--- src/rtl/mem_arbiter.sv ---
// Two-port arbiter for the unified instruction/data memory: CPU controller vs DMA/loader.
// Round-robin on contention, fixed MEM_LAT-cycle access, registered gnt/done pulses and rdata.
`timescale 1ns/1ps
module mem_arbiter #(
  parameter int AW      = 5,
  parameter int DW      = 8,
  parameter int MEM_LAT = 2
) (
  input  logic          clk,
  input  logic          rst,
  input  logic          cpu_req,
  input  logic          cpu_we,
  input  logic [AW-1:0] cpu_addr,
  input  logic [DW-1:0] cpu_wdata,
  output logic          cpu_gnt,
  output logic          cpu_done,
  output logic [DW-1:0] cpu_rdata,
  input  logic          dma_req,
  input  logic          dma_we,
  input  logic [AW-1:0] dma_addr,
  input  logic [DW-1:0] dma_wdata,
  output logic          dma_gnt,
  output logic          dma_done,
  output logic [DW-1:0] dma_rdata,
  output logic          mem_en,
  output logic          mem_we,
  output logic [AW-1:0] mem_addr,
  output logic [DW-1:0] mem_wdata,
  input  logic [DW-1:0] mem_rdata,
  output logic          busy
);

  typedef enum logic [1:0] {IDLE, ACCESS, DONE} state_t;
  typedef enum logic {OWN_CPU, OWN_DMA} owner_t;

  localparam logic [3:0] LAT_INIT = 4'(MEM_LAT - 1);

  state_t          state, state_next;
  owner_t          owner, last_owner, winner;
  logic [3:0]      lat_cnt;
  logic            we_q;
  logic [AW-1:0]   addr_q;
  logic [DW-1:0]   wdata_q;
  logic            grant;
  logic            last_beat;

  // Round-robin pick; the result only matters when at least one request is up.
  function automatic owner_t pick_owner(input logic c_req, input logic d_req,
                                        input owner_t last);
    if (c_req && d_req)
      return (last == OWN_CPU) ? OWN_DMA : OWN_CPU;
    return d_req ? OWN_DMA : OWN_CPU;
  endfunction

  always_ff @(posedge clk or negedge rst) begin
    if (!rst) state <= IDLE;
    else      state <= state_next;
  end

  always_comb begin
    state_next = state;
    grant      = 1'b0;
    winner     = OWN_CPU;
    last_beat  = 1'b0;
    case (state)
      IDLE: begin
        if (cpu_req || dma_req) begin
          grant      = 1'b1;
          winner     = pick_owner(cpu_req, dma_req, last_owner);
          state_next = ACCESS;
        end
      end
      ACCESS: begin
        if (lat_cnt == 4'd0) begin
          last_beat  = 1'b1;
          state_next = DONE;
        end
      end
      DONE:    state_next = IDLE;
      default: state_next = IDLE;
    endcase
  end

  assign mem_en    = (state == ACCESS);
  assign mem_we    = (state == ACCESS) && we_q;
  assign mem_addr  = addr_q;
  assign mem_wdata = wdata_q;
  assign busy      = (state != IDLE);

  // Transaction registers: latched at grant so requester inputs are ignored mid-access.
  always_ff @(posedge clk or negedge rst) begin
    if (!rst) begin
      owner      <= OWN_CPU;
      last_owner <= OWN_DMA;
      lat_cnt    <= 4'd0;
      we_q       <= 1'b0;
      addr_q     <= '0;
      wdata_q    <= '0;
    end else if (grant) begin
      owner      <= winner;
      last_owner <= winner;
      lat_cnt    <= LAT_INIT;
      if (winner == OWN_DMA) begin
        we_q    <= dma_we;
        addr_q  <= dma_addr;
        wdata_q <= dma_wdata;
      end else begin
        we_q    <= cpu_we;
        addr_q  <= cpu_addr;
        wdata_q <= cpu_wdata;
      end
    end else if (state == ACCESS && lat_cnt != 4'd0) begin
      lat_cnt <= lat_cnt - 4'd1;
    end
  end

  always_ff @(posedge clk or negedge rst) begin
    if (!rst) begin
      cpu_gnt  <= 1'b0;
      dma_gnt  <= 1'b0;
      cpu_done <= 1'b0;
      dma_done <= 1'b0;
    end else begin
      cpu_gnt  <= grant && (winner == OWN_CPU);
      dma_gnt  <= grant && (winner == OWN_DMA);
      cpu_done <= last_beat && (owner == OWN_CPU);
      dma_done <= last_beat && (owner == OWN_DMA);
    end
  end

  // Read data is captured on the final access beat and held until the next read by that port.
  always_ff @(posedge clk or negedge rst) begin
    if (!rst) begin
      cpu_rdata <= '0;
      dma_rdata <= '0;
    end else if (last_beat && !we_q) begin
      if (owner == OWN_CPU) cpu_rdata <= mem_rdata;
      else                  dma_rdata <= mem_rdata;
    end
  end

endmodule

--- config.mk ---
export PLATFORM = sky130hd
export DESIGN_NAME = mem_arbiter
export DESIGN_NICKNAME = d
export VERILOG_FILES = /design/src/rtl/mem_arbiter.sv
export SDC_FILE = /design/constraint.sdc
export NUM_CORES = 1
export LEC_CHECK = 0
export CAP_MARGIN = 20
export CELL_PAD_IN_SITES_DETAIL_PLACEMENT = 1
export CELL_PAD_IN_SITES_GLOBAL_PLACEMENT = 2
export CORE_MARGIN = 5
export CORE_UTILIZATION = 26
export DETAILED_ROUTE_END_ITERATION = 10
export PLACE_DENSITY_LB_ADDON = 0.1
export SLEW_MARGIN = 20
export SYNTH_ARGS = -nofsm -noshare
export SYNTH_HDL_FRONTEND = slang
export SYNTH_SLANG_ARGS = --single-unit
--- constraint.sdc ---
create_clock -name clk -period 2.64 [get_ports clk]
set_input_delay 0.264 -clock clk [delete_from_list [all_inputs] [get_ports clk]]
set_output_delay 0.264 -clock clk [all_outputs]
set_load 0.01 [all_outputs]
Word-level counts from Yosys, hierarchy flattened
Cells that the tools add are included.

Logic and storage cells: 58. Input port bits: 40. Flip-flop bits (word level): 42.

Reduce and logical (&&, ||, !) cells: 18. Bitwise logic cells: 2. Multiplexer cells: 21. Equal/unequal tests: 3. $add $sub $neg: 1.

Operators by type and width (number): $mux 1 (14); $logic_and 1x1->1 (8); $mux 4 (2); $mux 8 (1); $reduce_and 2->1 (3); $mux 5 (1); $logic_not 4->1 (1); $mux 2 (2); $pmux 2 s2 (1); $reduce_bool 2->1 (2); $reduce_bool 4->1 (1); $sub 4x1->4 const B (1); $eq 2x1->1 const B (1); $logic_not 2->1 (1); $ne 2x1->1 const B (1); $ne 2x2->1 const B (1); $not 1->1 (2); $logic_not 1->1 (1); $logic_or 1x1->1 (1).

Logic depth before layout (Yosys ltp)
Gate-level depths: netlist of run 1.

Depth after elaboration: 9. Gate-level depth with buffers: 6. Mapped depth without buffers: 5.

Least setup slack after synthesis of run 1
No wires, ideal clock.

Kind: reg-to-reg. Start: reg lat_cnt[0]. End: reg cpu_rdata[0]. Buffers on the path: 1. Clock period less this slack: 2005 ps. Library setup time: 125 ps. Path slack: 635 ps. Arrival: 1880 ps. Cell stages (with the launch flop): 7. Cell sequence: dfrtp_1 > inv_1 > ha_1 > or3b_4 > or4_4 > buf_6 > mux2_4.

Cells in the longest elaborated chain, start to end: 5.

RTL lines: start: declaration (RTL line 40) `logic [3:0] lat_cnt;`; start signal: assignment (RTL line 113) `lat_cnt <= lat_cnt - 4'd1;`; $logic_not 4->1 (RTL line 74) `if (lat_cnt == 4'd0) begin`; $mux 1 (RTL line 74); $mux 1 (RTL line 65) `case (state)`; $logic_and 1x1->1 (RTL line 136) `end else if (last_beat && !we_q) begin`; $reduce_and 2->1 (no line); end signal: assignment (RTL line 137) `if (owner == OWN_CPU) cpu_rdata <= mem_rdata;`; end: declaration (RTL line 17) `output logic [DW-1:0] cpu_rdata,`.

Every way passes these cells. A chain may end at the register's enable or synchronous reset.

Final worst setup path of run 1
Start: reg state[1]. End: out mem_we.

Cells in the longest elaborated chain, start to end: 2.

RTL lines: start: declaration (RTL line 38) `state_t state, state_next;`; start signal: assignment (RTL line 57) `else state <= state_next;`; $eq 2x1->1 (RTL line 85) `assign mem_we = (state == ACCESS) && we_q;`; $logic_and 1x1->1 (RTL line 85); end: declaration (RTL line 26) `output logic mem_we,`.

Every way passes these cells.

==> flow_summary.json, run 1 <==
{
  "status": "completed",
  "wl_per_cell_um": 16.46,
  "num_io_pins": 76,
  "met1Wirelength_um": 2082,
  "tightestPinTransition_ns": 0.6749,
  "cts_buffers": 5,
  "yosysWarnings": 0,
  "antenna_found_initial": 0,
  "maxSlewHeadroom_pct": 55.00,
  "grt_max_degree": 43,
  "syn_area_per_cell_um2": 13.42,
  "clk_latency_ns": 0.30,
  "worst_hold_path_type": "primary input to async pin",
  "numPortBuffers": 75,
  "critPathKind": "flip-flop to primary output",
  "postSynthCellCount": 135,
  "dp_hpwl_um": 3856,
  "p_switching_uw": 1050,
  "finalClockSkew_ns": 0.009775,
  "first_global_vias": 1650,
  "seqPwrFrac_pct": 36.4,
  "cp_cell_sequence": "nand2b_1 > inv_1 > and2_1 > clkdlybuf4s50_1",
  "firstDrtPassIters": 4,
  "num_vias": 1430,
  "clock_sinks": 42,
  "totalPowerFinal_uw": 3121,
  "comb_power_share_pct": 49.7,
  "core-area_um2": 6794,
  "finalNonFillerCells": 309,
  "routed_wl_um": 5085,
  "cp_top_family": "buffers and inverters",
  "cp_num_buf_inv": 2,
  "diodes": 0,
  "drtIter0Drc": 33,
  "clk_path_buf_depth": 2,
  "hold_violations": 0,
  "synth_area_um2": 1812,
  "cp-start-kind": "flip-flop",
  "grt_pass1_wl_um": 8211,
  "rrSetupSlack_ns": 0.50,
  "syn_nets": 177,
  "finalCriticalPeriod_ns": 2.164,
  "synth_top_area_share_pct": 56.63,
  "wl_met3_um": 411,
  "die_x_um": 93.48,
  "yosysTopAreaCell": "dfrtp_1",
  "crit_arrival_ns": 1.90,
  "finalNetCount": 254,
  "cp-end-kind": "primary output",
  "h-tree-depth": 2,
  "seq_area_frac_synth_pct": 58.08,
  "via_per_inst": 4.628,
  "met2WireLength_um": 2567,
  "cts_tree": "done",
  "cp.required_ns": 2.38,
  "dpl.cell_count": 300,
  "fill_cells": 741,
  "maxCapViolations": 0,
  "core.rowCount": 30,
  "peakVddDrop_mv": 0.2979,
  "async_flop_share_pct": 100.0,
  "max_freq_ghz": 0.4620,
  "gr-total-overflow": 0,
  "p_int_uw": 2071,
  "synth.area.top_cells": "dfrtp_1, a221o_1, mux2_4",
  "power_density_nw_per_um2": 1130,
  "clk_pin_slew_worst_paths_ns": 0.09,
  "cp_max_fo": 9,
  "drc": 0,
  "drive_above_1_share_pct": 15.02,
  "slew_viol_final": 0,
  "dieArea_um2": 8738,
  "die_y_um": 93.48,
  "ys_types": 32,
  "timing.rr.end": "cpu_rdata[0]",
  "post-cts-setup-buffers": 0,
  "clockPowerShare_pct": 13.9,
  "fin_crit_sh_pct": 81.99,
  "setup_tns_ns": 0,
  "cts_resized": 0,
  "multi_input_area_um2": 700.7,
  "crit-reg2reg-launch": "lat_cnt[0]",
  "track_usage_pct": 11.90,
  "placed_area_um2": 2656,
  "root_buffer": "clkbuf_8",
  "fin_area_um2": 2763,
  "synth-edff-count": 0,
  "max_stage_delay_ns": 0.53,
  "rsz0062_at_grt": "false",
  "place.gp.congestion": 0.7156,
  "r2r_cells": 5,
  "drtAntennaViolNets": 0,
  "ys_ff_latch": 42,
  "area_growth_pct": 52.49,
  "holdBufCountCts": 0,
  "start_util_pct": 26.67,
  "setup_viol_count_final": 0,
  "synthFlopType": "dfrtp_1",
  "crit_slowest_cell": "clkdlybuf4s50_1",
  "leakage_uw": 0.001187,
  "switching_share_pct": 33.65,
  "highest_layer": "met4",
  "regArea_um2": 1052
}
==> cell type report <==
type / count / share of cell area, %
Clock inverter: 3 / 0.9058
Multi-Input combinational cell: 80 / 25.36
Sequential cell: 42 / 38.09
Inverter: 4 / 0.5435
Tap cell: 96 / 4.348
Timing Repair Buffer: 79 / 28.26
Clock buffer: 5 / 2.491
==> stage by stage <==
| stage | hold slack (ns) | worst slack (ns) | utilization, % |
|---|---|---|---|
| after floorplan | -0.03159 | 0.6348 | - |
| after global placement | 0.4670 | 0.5948 | 39.10 |
| after detailed placement | 0.4685 | 0.5082 | 39.10 |
| after CTS | 0.1389 | 0.4561 | 40.48 |
| after global routing | 0.5342 | 0.3629 | 40.66 |
| final | 0.4971 | 0.4755 | 40.66 |
==> synthesized netlist by cell type, types with 2 or more instances <==
cell type   n
nand2b_1    2
dfrtp_1    41
clkbuf_1    6
o21ai_0     3
a21o_1      2
nand2_1     2
ha_1        2
mux2_2      8
inv_1       4
and3_1      4
and2_1      2
buf_2       2
nor3_1      2
a21boi_0   15
nor2_1      2
a221o_1    15
mux2_4      8
==> flip-flops by register name (all words and copies together) (netlist names), 2 cells and up <==
register	flops
cpu_rdata	8
dma_rdata	8
mem_wdata	8
mem_addr	5
lat_cnt	4
state	2
==> cell usage in the layout, fill, tap and decap left out, types with 2 or more instances in the layout <==
master,count
ha_1,2
dfrtp_1,41
mux2_4,8
nor3_1,2
and2_1,2
inv_1,4
nand2b_1,2
nand2_1,2
clkdlybuf4s50_1,74
clkbuf_8,5
o21ai_0,3
a21o_1,2
a21boi_0,15
a221o_1,15
mux2_2,8
nor2_1,2
buf_4,4
and3_1,4
==> worst max path at each step <==
stage	start	end	slack, ns	cells after the start
after floorplan	lat_cnt[0]	cpu_rdata[0]	0.63	6
after global placement	lat_cnt[0]	cpu_rdata[6]	0.59	5
after detailed placement	lat_cnt[0]	cpu_rdata[1]	0.51	5
after CTS	state[1]	mem_we	0.46	4
after global routing	state[1]	mem_we	0.36	4
final	state[1]	mem_we	0.48	4
==> cell families (layout without fill, tap and decap cells) <==
group                    Yosys count  in the layout  synth area share, %
AO/OA/AOI/OAI                     38             38                17.26
adder cells (fa/ha/maj)            2              2                1.381
buffers and inverters             13             91                3.246
flip-flops                        42             42                58.08
multiplexers                      16             16                11.60
AND/OR/NAND/NOR                   24             24                8.426
==> metal layers <==
metal / vias up / GRT usage [%]
met1: 722 / 13.98
li1: 653 / -
met4: 0 / 3.297
met3: 2 / 4.264
met2: 53 / 20.37
met5: - / 0
==> power by group through the flow <==
stage	registers, uW	logic [uW]	clock network, uW
3_5_place_dp	1150	1570	0
6_report	1140	1550	432
5_1_grt	1180	1680	482
3_3_place_gp	1140	1540	0
4_1_cts	1150	1580	456
2_1_floorplan	1220	686	0
Note: power is estimated with default switching activity, not from simulation.
==> run 2, diff against run 1 <==
CORE_UTILIZATION = 24   (was 26)
clock period = 1.8 ns   (was 2.64 ns; I/O delays follow)
==> run 2 against run 1 <==
Against the previous run: the run now ends with negative setup slack left; sequential share of layout area fell by 1.7 points; clock skew fell by 0.0012 ns; hold slack got worse by 0.021 ns; first-iteration DRC count fell by 15%; non-clock buffer count rose by 13; clock power rose by 49%; global-route usage barely moved; sequential power rose by 46%; register-to-register slack got worse by 0.67 ns; final area rose by 4.8%; clock-buffer cell count did not move; critical endpoint is now cpu_rdata[7].
==> flow_summary.json, run 2 (synthesis gave the netlist of run 1 again) <==
{
  "die_x_um": 96.89,
  "clk_path_buf_depth": 2,
  "p_int_uw": 3193,
  "r2r_cells": 5,
  "num_io_pins": 76,
  "comb_power_share_pct": 52.4,
  "drtIter0Drc": 28,
  "cp-end-kind": "flip-flop",
  "hold_violations": 0,
  "fin_crit_sh_pct": 109.2,
  "cp_max_fo": 8,
  "rsz0062_at_grt": "true",
  "num_vias": 1474,
  "cts_buffers": 5,
  "die_y_um": 96.89,
  "finalClockSkew_ns": 0.008592,
  "drive_above_1_share_pct": 23.01,
  "fill_cells": 825,
  "fin_area_um2": 2895,
  "root_buffer": "clkbuf_8",
  "rrSetupSlack_ns": -0.17,
  "switching_share_pct": 34.21,
  "gr-total-overflow": 0,
  "critPathKind": "flip-flop to flip-flop",
  "final_cell_mix": "clkdlybuf4s50_1, dfrtp_1, a21boi_0, a221o_1, buf_4",
  "place.gp.congestion": 0.7158,
  "crit-reg2reg-launch": "lat_cnt[0]",
  "area_growth_pct": 59.81,
  "wl_per_cell_um": 16.95,
  "violations": "negative setup slack",
  "fin_util_pct": 39.70,
  "timing.rr.end": "cpu_rdata[7]",
  "crit_end": "cpu_rdata[7]",
  "power_density_nw_per_um2": 1676,
  "core.rowCount": 31,
  "pre_cts_ws_ns": -0.1571,
  "numPortBuffers": 75,
  "placed_area_um2": 2748,
  "finalNetCount": 267,
  "cts_tree": "done",
  "finalCriticalPeriod_ns": 1.965,
  "seqPwrFrac_pct": 34.4,
  "layout_setup_ws_ns": -0.1653,
  "maxCapViolations": 0,
  "track_usage_pct": 11.89,
  "p_switching_uw": 1660,
  "status": "complete, but fails checks",
  "dp_hpwl_um": 4079,
  "firstDrtPassIters": 3,
  "setup.worst_path.start": "lat_cnt[0]",
  "first_global_vias": 1725,
  "cp.required_ns": 1.98,
  "via_per_inst": 4.535,
  "worst_hold_path_type": "primary input to async pin",
  "grt_max_degree": 43,
  "dpl.cell_count": 313,
  "clk_latency_ns": 0.30,
  "final_common_cell": "clkdlybuf4s50_1",
  "diodes": 0,
  "finalNonFillerCells": 325,
  "peakVddDrop_mv": 0.4392,
  "core-area_um2": 7292,
  "clk_pin_slew_worst_paths_ns": 0.09,
  "grt_pass1_wl_um": 8990,
  "antenna_found_initial": 0,
  "routed_wl_um": 5508,
  "max_freq_ghz": 0.5088,
  "tightestPinTransition_ns": 0.6383,
  "crit_arrival_ns": 2.15,
  "clock_sinks": 42,
  "cp-start-kind": "flip-flop",
  "start_util_pct": 24.85,
  "leakage_uw": 0.001255,
  "dieArea_um2": 9387,
  "h-tree-depth": 2,
  "slew_viol_final": 0,
  "hold_ws_ns": 0.4762,
  "maxSlewHeadroom_pct": 57.45,
  "setup_viol_count_final": 8,
  "drc": 0,
  "drtAntennaViolNets": 0,
  "clockPowerShare_pct": 13.2
}
## run 2: metal layers
layer | global-route usage (%) | wire, um | up-vias
met4 | 3.564 | 61 | 0
li1 | - | - | 682
met1 | 13.05 | 2232 | 741
met3 | 4.173 | 312 | 7
met5 | 0 | 0 | -
met2 | 21.44 | 2901 | 44
## run 2: worst min path at each step
| stage | from | to | slack (ns) | cells past startpoint |
|---|---|---|---|---|
| finish | rst | mem_addr[1] | 0.48 | 3 |
| global route | cpu_addr[2] | mem_addr[2] | 0.49 | 2 |
| CTS | cpu_we | we_q | 0.48 | 2 |
| detailed placement | rst | mem_addr[1] | 0.29 | 2 |
| global placement | rst | mem_addr[1] | 0.28 | 2 |
| floorplan | rst | cpu_done | -0.12 | 0 |
## run 2: area by class of cell
cell class / instances / area [um2] / share of cell area, %
timing repair buffer: 92 / 880.8 / 30.42
clock inverter: 3 / 23.77 / 0.8211
sequential: 42 / 1052 / 36.34
clock buffer: 5 / 68.82 / 2.377
tap: 99 / 123.9 / 4.278
inverter: 4 / 17.52 / 0.6050
multi-input combinational: 80 / 728.2 / 25.15
## run 2: worst max-delay path, stage by stage (launching register included)
cell and delay, ns:
dfrtp_1 0.40, inv_2 0.09, ha_4 0.13, or3b_4 0.37, or4_4 0.53, mux2_4 0.33
## run 2: per-stage QoR
| step | power [uW] | setup TNS (ns) |
|---|---|---|
| finish | 4853 | -1.229 |
| global route | 5198 | -1.569 |
| CTS | 4934 | -1.240 |
| detailed placement | 4174 | -1.215 |
| global placement | 4092 | -1.044 |
| floorplan | 2827 | -1.347 |
## run 2: what timing repair did
item	in CTS	in global routing
gates resized for setup	6	3
cloned	0	0
setup buffers	3	0
hold buffers	1	0
endpoints found under the setup margin	11	17
hold endpoints to repair	41	0
## run 2: power by group through the flow
stage               Combinational (uW)  Clock, uW  Sequential, uW
global route                      2750        715            1730
floorplan                         1030          0            1800
finish                            2540        642            1670
detailed placement                2490          0            1680
CTS                               2580        677            1680
global placement                  2440          0            1660
==> run 3, diff against run 2 <==
ABC_AREA = 0   (was default)
ABC_CLOCK_PERIOD_IN_PS = 1800   (was default)
CTS_CLUSTER_SIZE = 28   (was default)
==> results of run 3 <==
Final layout, timing and power as in run 2 (identical DEF).
